File: config.mk
export PLATFORM = sky130hd
export DESIGN_NAME = riscv_misalign_split
export DESIGN_NICKNAME = d
export VERILOG_FILES = /design/src/rtl/riscv_misalign_split.sv
export SDC_FILE = /design/constraint.sdc
export NUM_CORES = 1
export LEC_CHECK = 0
export ABC_AREA = 1
export CORE_AREA = 2 2 85 87
export DETAILED_ROUTE_END_ITERATION = 12
export DIE_AREA = 0 0 87 89
export GPL_TIMING_DRIVEN = 0
export PLACE_DENSITY = 0.74
export SETUP_SLACK_MARGIN = 0.05
export SLEW_MARGIN = 20
export SYNTH_ARGS = -nofsm -noshare
export SYNTH_HDL_FRONTEND = slang
export SYNTH_SLANG_ARGS = --single-unit
export TNS_END_PERCENT = 20
File: constraint.sdc
create_clock -name vclk -period 0.95
set_input_delay 0.1425 -clock vclk [all_inputs]
set_output_delay 0.1425 -clock vclk [all_outputs]
set_load 0.005 [all_outputs]
File: src/rtl/riscv_misalign_split.sv
// Misaligned data access splitter between membuf and the data BIU.
// Macro RISCV_MISALIGN_SPLIT_EN enables byte-beat splitting; otherwise misaligned accesses are rejected.
package riscv_misalign_split_pkg;
    typedef enum logic [1:0] {
        BYTE  = 2'd0,
        HWORD = 2'd1,
        WORD  = 2'd2,
        DWORD = 2'd3
    } biu_size_t;

    typedef logic [2:0] biu_prot_t;
endpackage

module riscv_misalign_split
    import riscv_misalign_split_pkg::*;
#(
    parameter int XLEN = 32
) (
    input  logic            clk_i,
    input  logic            rst_i,
    input  logic            flush_i,
    input  logic            req_i,
    input  logic [XLEN-1:0] adr_i,
    input  biu_size_t       size_i,
    input  logic            lock_i,
    input  biu_prot_t       prot_i,
    input  logic            we_i,
    input  logic [XLEN-1:0] d_i,
    output logic            ack_o,
    output logic [XLEN-1:0] q_o,
    output logic            err_o,
    output logic            misaligned_o,
    output logic            busy_o,
    output logic            req_o,
    input  logic            ack_i,
    output logic [XLEN-1:0] adr_o,
    output biu_size_t       size_o,
    output logic            lock_o,
    output biu_prot_t       prot_o,
    output logic            we_o,
    output logic [XLEN-1:0] d_o,
    input  logic [XLEN-1:0] q_i,
    input  logic            err_i
);

    localparam int LB = (XLEN == 64) ? 3 : 2;

    function automatic logic is_misaligned(
        input biu_size_t  s,
        input logic [2:0] a
    );
        logic m;
        m = 1'b0;
        case (s)
            BYTE:    m = 1'b0;
            HWORD:   m = a[0];
            WORD:    m = |a[1:0];
            DWORD:   m = (XLEN == 64) && (|a);
            default: m = 1'b0;
        endcase
        return m;
    endfunction

    logic mis;
    assign mis = req_i && is_misaligned(size_i, adr_i[2:0]);

`ifdef RISCV_MISALIGN_SPLIT_EN

    typedef enum logic [1:0] {
        IDLE,
        SPLIT,
        DRAIN
    } state_t;

    function automatic logic [2:0] last_beat(input biu_size_t s);
        logic [2:0] r;
        r = 3'd0;
        case (s)
            HWORD:   r = 3'd1;
            WORD:    r = 3'd3;
            DWORD:   r = 3'd7;
            default: r = 3'd0;
        endcase
        return r;
    endfunction

    state_t          state_q, state_d;
    logic [2:0]      cnt_q, cnt_d;
    logic [XLEN-1:0] qbuf_q, qbuf_d;
    logic [XLEN-1:0] adr_lat, d_lat;
    biu_size_t       size_lat;
    biu_prot_t       prot_lat;
    logic            we_lat;
    logic            latch;
    logic [XLEN-1:0] beat_adr;
    logic [XLEN-1:0] q_merge;
    logic [LB-1:0]   lane;
    logic            last;

    assign beat_adr = adr_lat + XLEN'(cnt_q);
    assign lane     = beat_adr[LB-1:0];
    assign last     = (cnt_q == last_beat(size_lat));

    // buffered bytes plus the byte arriving on this beat
    always_comb begin
        q_merge = qbuf_q;
        q_merge[{lane, 3'b000} +: 8] = q_i[{lane, 3'b000} +: 8];
    end

    always_comb begin
        state_d      = state_q;
        cnt_d        = cnt_q;
        qbuf_d       = qbuf_q;
        latch        = 1'b0;
        req_o        = req_i;
        adr_o        = adr_i;
        size_o       = size_i;
        lock_o       = lock_i;
        prot_o       = prot_i;
        we_o         = we_i;
        d_o          = d_i;
        ack_o        = ack_i;
        q_o          = q_i;
        err_o        = err_i;
        misaligned_o = 1'b0;
        busy_o       = (state_q != IDLE);

        unique case (state_q)
            IDLE: begin
                if (mis) begin
                    req_o   = 1'b0;
                    ack_o   = 1'b0;
                    err_o   = 1'b0;
                    latch   = 1'b1;
                    cnt_d   = 3'd0;
                    qbuf_d  = '0;
                    state_d = SPLIT;
                end
            end
            SPLIT, DRAIN: begin
                req_o  = 1'b1;
                adr_o  = beat_adr;
                size_o = BYTE;
                lock_o = 1'b1;
                prot_o = prot_lat;
                we_o   = we_lat;
                d_o    = d_lat;
                ack_o  = 1'b0;
                err_o  = 1'b0;
                q_o    = q_merge;
                if (state_q == DRAIN) begin
                    if (ack_i) state_d = IDLE;
                end else if (ack_i) begin
                    if (!we_lat) qbuf_d = q_merge;
                    if (flush_i) begin
                        state_d = IDLE;
                    end else if (err_i || last) begin
                        ack_o   = 1'b1;
                        err_o   = err_i;
                        state_d = IDLE;
                    end else begin
                        cnt_d = cnt_q + 3'd1;
                    end
                end else if (flush_i) begin
                    state_d = DRAIN;
                end
            end
            default: state_d = IDLE;
        endcase

        if (rst_i) begin
            req_o        = 1'b0;
            ack_o        = 1'b0;
            err_o        = 1'b0;
            misaligned_o = 1'b0;
            busy_o       = 1'b0;
            adr_o        = adr_i;
            size_o       = size_i;
            lock_o       = lock_i;
            prot_o       = prot_i;
            we_o         = we_i;
            d_o          = d_i;
            q_o          = q_i;
        end
    end

    always_ff @(posedge clk_i) begin
        if (rst_i) begin
            state_q <= IDLE;
            cnt_q   <= 3'd0;
            qbuf_q  <= '0;
        end else begin
            state_q <= state_d;
            cnt_q   <= cnt_d;
            qbuf_q  <= qbuf_d;
        end
    end

    always_ff @(posedge clk_i) begin
        if (latch) begin
            adr_lat  <= adr_i;
            size_lat <= size_i;
            we_lat   <= we_i;
            d_lat    <= d_i;
            prot_lat <= prot_i;
        end
    end

`else

    // no sequencing state in this build
    logic unused_in;
    assign unused_in = ^{clk_i, flush_i};

    always_comb begin
        req_o        = req_i;
        adr_o        = adr_i;
        size_o       = size_i;
        lock_o       = lock_i;
        prot_o       = prot_i;
        we_o         = we_i;
        d_o          = d_i;
        ack_o        = ack_i;
        q_o          = q_i;
        err_o        = err_i;
        misaligned_o = 1'b0;
        busy_o       = 1'b0;
        if (mis) begin
            req_o        = 1'b0;
            ack_o        = 1'b1;
            misaligned_o = 1'b1;
            q_o          = '0;
            err_o        = 1'b0;
        end
        if (rst_i) begin
            req_o        = 1'b0;
            ack_o        = 1'b0;
            err_o        = 1'b0;
            misaligned_o = 1'b0;
            q_o          = q_i;
        end
    end

`endif

endmodule
### Word level (Yosys, flattened, before mapping)

Index checks and enable logic that the tools add are counted.

* equal/unequal tests: 3
* multiplexer cells: 11
* reductions and logical operators: 4

Operators by type and width (count)
* 32-bit 2-to-1 mux: 2
* 1-bit 2-to-1 mux: 8
* 2-bit == test (second input constant): 2
* 2-bit OR reduction: 2
* 1-bit case mux with 3 select lines: 1
* 2-bit by 1-bit == test with 1-bit output (second input constant): 1
* 2-bit zero test: 1
* 1-bit logical AND: 1

* flip-flop bits (word level): 0
* input port bits: 109
* output and inout bits: 108

### Logic depth before layout (Yosys ltp)

Gate-level depths: netlist of run 1.

* depth in word-level cells: 6
* gate-level depth with buffers: 7

### Worst setup path before layout of run 1

No wires, ideal clock.

* kind: input to output
* from: input req_i
* to: output q_o[10]
* arrival: 668 ps
* data required time: 808 ps
* setup slack: 140 ps
* stages: 6
* path buffers: 1
* cells stage by stage: inv_1 nor2_2 nand3_4 buf_6 nand2_1 inv_1

* longest elaborated chain between the ends: 3

Ends and longest elaborated chain
* start: declaration: line 22 `input logic req_i,`
* 1-bit logical AND: line 65 `assign mis = req_i && is_misaligned(size_i, adr_i[2:0]);`
* 32-bit 2-to-1 mux: line 228 `if (mis) begin`
* 32-bit 2-to-1 mux: line 235 `if (rst_i) begin`
* end: declaration: line 30 `output logic [XLEN-1:0] q_o,`

No other way between the ends.

### Worst setup path in the final report of run 1

* from: input size_i[1]
* to: output q_o[30]

* longest elaborated chain between the ends: 6
* elaborated cells between the ends (all ways): 9

Ends and longest elaborated chain
* start: declaration: line 24 `input biu_size_t size_i,`
* 2-bit == test or 2-bit zero test (tied branches): line 54 `case (s)`
* 2-bit OR reduction (no line)
* 1-bit case mux with 3 select lines *: line 54
* 1-bit logical AND *: line 65
* 32-bit 2-to-1 mux *: line 228
* 32-bit 2-to-1 mux *: line 235

Every way passes the cells marked *; elsewhere a longest branch is shown, timed or not.

==> metrics.txt, run 1 <==
# TYPE chip_impl_metric gauge
chip_impl_info{name="status",value="finished, violations left"} 1
chip_impl_info{name="failed_checks",value="setup timing"} 1
chip_impl_metric{name="drive_gt1_share",unit="%"} 58.4
chip_impl_metric{name="setup_slack",unit="ns"} -0.239
chip_impl_metric{name="critPathRequiredTime",unit="ns"} 0.81
chip_impl_metric{name="num_vias",unit=""} 1418
chip_impl_metric{name="share_of_the_clock_period_used_by_the_worst_path",unit="%"} 125
chip_impl_metric{name="grt_pass1_vias",unit=""} 1335
chip_impl_metric{name="num_io_pins",unit=""} 217
chip_impl_info{name="main_combinational_cell_family_by_area_after_synthesis",value="buffers and inverters"} 1
chip_impl_metric{name="drc",unit=""} 0
chip_impl_info{name="nature_of_the_critical_path_endpoint",value="output pin"} 1
chip_impl_metric{name="cts_hold_buffers",unit=""} 0
chip_impl_metric{name="fmaxAchievable",unit="MHz"} 841
chip_impl_metric{name="detailed_place.area",unit="um2"} 2520
chip_impl_info{name="crit_path_start_kind",value="input pin"} 1
chip_impl_metric{name="core.rowCount",unit=""} 30
chip_impl_metric{name="number_of_library_cell_types_mapped_by_synthesis",unit=""} 13
chip_impl_metric{name="post_synth_and_or_nand_nor_area_fraction",unit="%"} 21.9
chip_impl_metric{name="synth_cells",unit=""} 160
chip_impl_metric{name="first_pass_iters",unit=""} 4
chip_impl_metric{name="syn-cell-area",unit="um2"} 948
chip_impl_metric{name="timing.final.setup_violations",unit=""} 36
chip_impl_metric{name="worst-path-max-fanout",unit=""} 5
chip_impl_metric{name="drtAntennaViolNets",unit=""} 0
chip_impl_metric{name="place.detailed.hpwl",unit="um"} 3940
chip_impl_metric{name="grt_overflow_total",unit=""} 0
chip_impl_metric{name="die-width",unit="um"} 87
chip_impl_metric{name="synth_xor_xnor_area_share",unit="%"} 0
chip_impl_info{name="worst_path_max_delay_cell",value="buf_6"} 1
chip_impl_metric{name="drv_slew",unit=""} 0
chip_impl_metric{name="synthMuxAreaShare",unit="%"} 0
chip_impl_metric{name="layout.sequential_cells",unit=""} 0
chip_impl_metric{name="synth-compound-area-share",unit="%"} 1.32
chip_impl_metric{name="routed_wirelength",unit="um"} 4410
chip_impl_metric{name="syn-mean-instance-area",unit="um2"} 5.93
chip_impl_metric{name="final_core_util",unit="%"} 38.9
chip_impl_metric{name="gr-usage-all-layers",unit="%"} 9.49
chip_impl_metric{name="grt_pass1_wl",unit="um"} 6090
chip_impl_metric{name="power_density",unit="nW/um2"} 430
chip_impl_metric{name="max_stage_delay",unit="ns"} 0.16
chip_impl_metric{name="detailedPlace.worstSlack",unit="ns"} -1.01
chip_impl_metric{name="sequential_cell_area",unit="um2"} 0
chip_impl_metric{name="maximum_number_of_pins_on_one_net_before_global_route_repair",unit=""} 6
chip_impl_metric{name="die_h",unit="um"} 89
chip_impl_metric{name="synth-seq-area-share",unit="%"} 0
chip_impl_metric{name="insertedDiodeCount",unit=""} 0
chip_impl_metric{name="layoutNonFillerInstCount",unit=""} 397
chip_impl_metric{name="max_cap_viol_count",unit=""} 0
chip_impl_metric{name="antenna_violations_before_repair",unit=""} 0
chip_impl_metric{name="fin_nets",unit=""} 428
chip_impl_metric{name="final_cell_area",unit="um2"} 2620
chip_impl_info{name="hold_path_class",value="in -> out"} 1
chip_impl_metric{name="post_drt_via_cell_ratio",unit=""} 3.57
chip_impl_metric{name="syn_to_final_growth",unit="%"} 176
chip_impl_metric{name="port_buffers",unit=""} 147
chip_impl_metric{name="vdd_drop_max",unit="V"} 0.000182
chip_impl_metric{name="start_util",unit="%"} 14.1
chip_impl_metric{name="floorplan.die_area",unit="um2"} 7740
chip_impl_metric{name="critical_path_arrival",unit="ns"} 1.05
chip_impl_metric{name="clkbuf_count",unit=""} 0
chip_impl_metric{name="placedCellCount",unit=""} 387
chip_impl_metric{name="dr.first_iter.drc_count",unit=""} 5
chip_impl_info{name="critical_path.top_delay_family",value="buffers and inverters"} 1
chip_impl_metric{name="finalCriticalPeriod",unit="ns"} 1.19
chip_impl_metric{name="n_fill_cell",unit=""} 708
chip_impl_info{name="crit_path_cell_trace",value="buf_6, inv_2, nand2_2, nand2_2, nand3_4, buf_6, buf_8, nand2_2, inv_2, buf_6"} 1
chip_impl_metric{name="drt-wirelength-per-cell",unit="um"} 11.1
chip_impl_metric{name="syn-num-nets",unit=""} 269
chip_impl_metric{name="gpl.final_weighted_congestion",unit=""} 0.671
chip_impl_metric{name="adder_and_majority_gate_portion_of_the_synthesized_area",unit="%"} 0
chip_impl_metric{name="report.final.hold_viol_count",unit=""} 0
chip_impl_metric{name="core",unit="um2"} 6720
chip_impl_metric{name="worstPathBufferInverterCount",unit=""} 6
chip_impl_info{name="rsz0062_at_grt",value="yes"} 1
chip_impl_metric{name="synth-warning-count",unit=""} 0
chip_impl_metric{name="p_leak",unit="nW"} 1.42
chip_impl_info{name="critPathKind",value="in -> out"} 1
## synthesized netlist by cell type (all sizes together)
master | count | area share, %
a21boi | 1 | 0.79
buf | 75 | 61
conb | 1 | 0.40
inv | 40 | 16
nand2 | 38 | 18
nand3 | 2 | 2.4
nor2 | 2 | 1.1
o21ai | 1 | 0.53
## power breakdown
group | total (mW) | switching [mW] | leakage, nW | internal (mW)
registers | 0 | 0 | 0 | 0
clock network | 0 | 0 | 0 | 0
logic | 1.12 | 0.342 | 1.42 | 0.783
total | 1.12 | 0.342 | 1.42 | 0.783
## tightest hold or removal path, stage by stage
cell and delay (ns):
buf_6 0.08, buf_4 0.09, buf_4 0.09
## layout make-up
type	count	area [um2]	share of cell area (%)
inverters	40	153	5.83
repair buffers	158	1470	56.1
well taps	80	100	3.83
multi-input cells	45	324	12.4
plain buffers	74	571	21.8
## per-layer routing
layer	track usage [%]	up-vias	wire length, um
li1	-	682	-
met4	0.568	0	27
met3	2.12	2	578
met5	0	-	0
met2	19.9	116	2500
met1	9.86	618	1300
## through the flow
step	total power, mW	setup TNS, ns	hold slack [ns]
2_1_floorplan	0.388	0	0.345
6_report	1.12	-6.62	0.546
4_1_cts	1.12	-10.16	0.548
3_3_place_gp	1.09	-35.48	0.819
5_1_grt	1.21	-9.12	0.562
3_5_place_dp	1.10	-35.67	0.817
## what timing repair did
item / 4_1_cts / 5_1_grt
cloned: 3 / 0
resized for setup: 187 / 50
pin swaps: 5 / 3
setup endpoints to repair: 40 / 36
buffers inserted: 10 / 1
## worst paths after layout
check | start | endpoint | slack [ns] | depth (start not counted)
setup / recovery | size_i[1] | q_o[30] | -0.24 | 10
hold / removal | size_i[1] | size_o[1] | 0.55 | 3
## kinds of logic (layout without fill, tap and decap cells)
| kind of cell | count (synthesis) | after routing |
|---|---|---|
| compound gates | 2 | 2 |
| buf+inv | 115 | 272 |
| other cells | 1 | 1 |
| simple gates | 42 | 42 |
## cell usage in the layout, fill, tap and decap left out, types with 6 or more instances in the layout
master,count
buf_2,17
buf_4,79
buf_6,15
buf_8,6
clkbuf_2,12
clkdlybuf4s50_1,101
inv_1,20
inv_2,19
nand2_1,8
nand2_2,21
nand2_4,9
Note: power is estimated with default switching activity, not from simulation.
==> run 2: changes to the inputs <==
==> constraint.sdc (replaced) <==
create_clock -name vclk -period 0.95
set_input_delay 0.1425 -clock vclk [all_inputs]
set_output_delay 0.1425 -clock vclk [all_outputs]
set_load 0.1 [all_outputs]
==> metrics.txt, run 2 (same netlist as run 1, synthesis figures left out) <==
# TYPE chip_impl_metric gauge
chip_impl_metric{name="num_io_pins",unit=""} 217
chip_impl_metric{name="n_fill_cell",unit=""} 648
chip_impl_metric{name="post_drt_via_cell_ratio",unit=""} 3.53
chip_impl_metric{name="layout.sequential_cells",unit=""} 0
chip_impl_info{name="worst_hold_startpoint",value="adr_i[21]"} 1
chip_impl_metric{name="fin_nets",unit=""} 432
chip_impl_metric{name="core",unit="um2"} 6720
chip_impl_metric{name="port_buffers",unit=""} 147
chip_impl_metric{name="dr.first_iter.drc_count",unit=""} 7
chip_impl_info{name="hold_path_class",value="in -> out"} 1
chip_impl_info{name="status",value="finished, violations left"} 1
chip_impl_metric{name="fin_setup_tns",unit="ns"} -10.63
chip_impl_metric{name="fmaxAchievable",unit="MHz"} 749
chip_impl_metric{name="floorplan.die_area",unit="um2"} 7740
chip_impl_metric{name="drive_gt1_share",unit="%"} 86.3
chip_impl_metric{name="sequential_cell_area",unit="um2"} 0
chip_impl_info{name="rsz0062_at_grt",value="yes"} 1
chip_impl_metric{name="start_util",unit="%"} 14.1
chip_impl_metric{name="routed_wirelength",unit="um"} 4560
chip_impl_metric{name="first_pass_iters",unit=""} 2
chip_impl_metric{name="drv_slew",unit=""} 0
chip_impl_metric{name="layoutNonFillerInstCount",unit=""} 401
chip_impl_metric{name="syn_to_final_growth",unit="%"} 235
chip_impl_metric{name="share_of_the_clock_period_used_by_the_worst_path",unit="%"} 141
chip_impl_metric{name="p_leak",unit="nW"} 1.56
chip_impl_metric{name="vdd_drop_max",unit="V"} 0.000607
chip_impl_metric{name="grt_pass1_wl",unit="um"} 6180
chip_impl_info{name="layout.cells.most_common_list",value="buf_4, buf_12, clkdlybuf4s50_1"} 1
chip_impl_metric{name="worst_hold_path.num_cells",unit=""} 2
chip_impl_metric{name="critical_path_arrival",unit="ns"} 1.19
chip_impl_info{name="critPathKind",value="in -> out"} 1
chip_impl_metric{name="antenna_violations_before_repair",unit=""} 0
chip_impl_metric{name="die-width",unit="um"} 87
chip_impl_metric{name="report.final.hold_viol_count",unit=""} 0
chip_impl_metric{name="gr-usage-all-layers",unit="%"} 9.75
chip_impl_metric{name="worst-path-max-fanout",unit=""} 8
chip_impl_metric{name="setup_slack",unit="ns"} -0.385
chip_impl_metric{name="maximum_number_of_pins_on_one_net_before_global_route_repair",unit=""} 9
chip_impl_metric{name="gpl.final_weighted_congestion",unit=""} 0.775
chip_impl_metric{name="drc",unit=""} 0
chip_impl_metric{name="num_vias",unit=""} 1417
chip_impl_info{name="crit_path_start_kind",value="input pin"} 1
chip_impl_metric{name="clkbuf_count",unit=""} 0
chip_impl_metric{name="grt_overflow_total",unit=""} 0
chip_impl_metric{name="placedCellCount",unit=""} 387
chip_impl_metric{name="drtAntennaViolNets",unit=""} 0
chip_impl_metric{name="power_density",unit="nW/um2"} 1070
chip_impl_metric{name="core.rowCount",unit=""} 30
chip_impl_info{name="failed_checks",value="setup timing"} 1
chip_impl_metric{name="drt-wirelength-per-cell",unit="um"} 11.4
chip_impl_info{name="end_point_of_the_most_critical_hold_path",value="adr_o[21]"} 1
chip_impl_metric{name="max_cap_viol_count",unit=""} 0
chip_impl_metric{name="cts_hold_buffers",unit=""} 0
chip_impl_metric{name="grt_pass1_vias",unit=""} 1334
chip_impl_info{name="nature_of_the_critical_path_endpoint",value="output pin"} 1
chip_impl_metric{name="critPathRequiredTime",unit="ns"} 0.81
chip_impl_metric{name="timing.final.setup_violations",unit=""} 36
chip_impl_metric{name="finalCriticalPeriod",unit="ns"} 1.34
chip_impl_metric{name="place.detailed.hpwl",unit="um"} 3720
chip_impl_info{name="mostFrequentLayoutCell",value="buf_4"} 1
chip_impl_metric{name="insertedDiodeCount",unit=""} 0
chip_impl_metric{name="die_h",unit="um"} 89
run 2: cell types whose count changed in the layout (fill, tap and decap cells not counted), sizes merged:
cell,before,now
buf,118,202
clkbuf,12,0
dlygate4sd2,0,2
clkdlybuf4s15,1,0
clkinvlp,0,29
inv,40,11
clkdlybuf4s50,101,32
run 2: metal layers:
metal  routed length, um  GRT usage [%]  vias up
li1                    -              -      691
met1                1180           9.20      620
met2                2870           22.3      106
met3                 520           1.75        0
met4                   0              0        0
met5                   0              0        -
run 2: worst max path at each step:
stage	startpoint	end	slack, ns	cells past startpoint
4_1_cts	size_i[0]	q_o[18]	-0.43	10
3_5_place_dp	size_i[0]	q_o[18]	-1.93	9
2_1_floorplan	size_i[1]	q_o[10]	-0.27	7
5_1_grt	size_i[0]	q_o[14]	-0.44	10
3_3_place_gp	size_i[0]	q_o[18]	-1.93	9
6_report	size_i[0]	q_o[14]	-0.39	10
run 2: area by class of cell:
cell class | count | area, um2 | area share, %
timing repair buffer | 162 | 1770 | 55.8
buffer | 74 | 576 | 18.1
multi-input combinational | 45 | 439 | 13.8
inverter | 40 | 288 | 9.06
tap | 80 | 100 | 3.15
run 2: stage by stage:
stage          area, um2  total power [mW]  setup slack [ns]  util [%]  hold slack [ns]
4_1_cts             3120              3.37            -0.430      46.4            0.612
2_1_floorplan       1150              2.39            -0.267         -            0.469
5_1_grt             3180              3.50            -0.439      47.3            0.614
6_report            3180              3.41            -0.385      47.3            0.612
3_5_place_dp        2720              3.08             -1.93      40.4             1.34
3_3_place_gp        2720              3.06             -1.93      40.4             1.34
run 2: power breakdown:
| group | internal (mW) | switching (mW) | total (mW) |
|---|---|---|---|
| logic | 1.05 | 2.36 | 3.41 |
| clock network | 0 | 0 | 0 |
| registers | 0 | 0 | 0 |
| total | 1.05 | 2.36 | 3.41 |
run 2: timing repair:
action,CTS,global route
endpoints found under the hold margin,0,0
gates cloned,3,0
gates resized for setup,469,24
pin swaps,5,3
setup endpoints to repair,107,36
buffers inserted,12,2
run 2: critical path, cell delays in order:
cell        delay (ns)
buf_12            0.12
inv_16            0.05
nand2_4           0.04
nand2_4           0.07
nand3_4           0.13
buf_6             0.17
buf_16            0.14
nand2_4           0.06
clkinvlp_4        0.09
buf_12            0.17
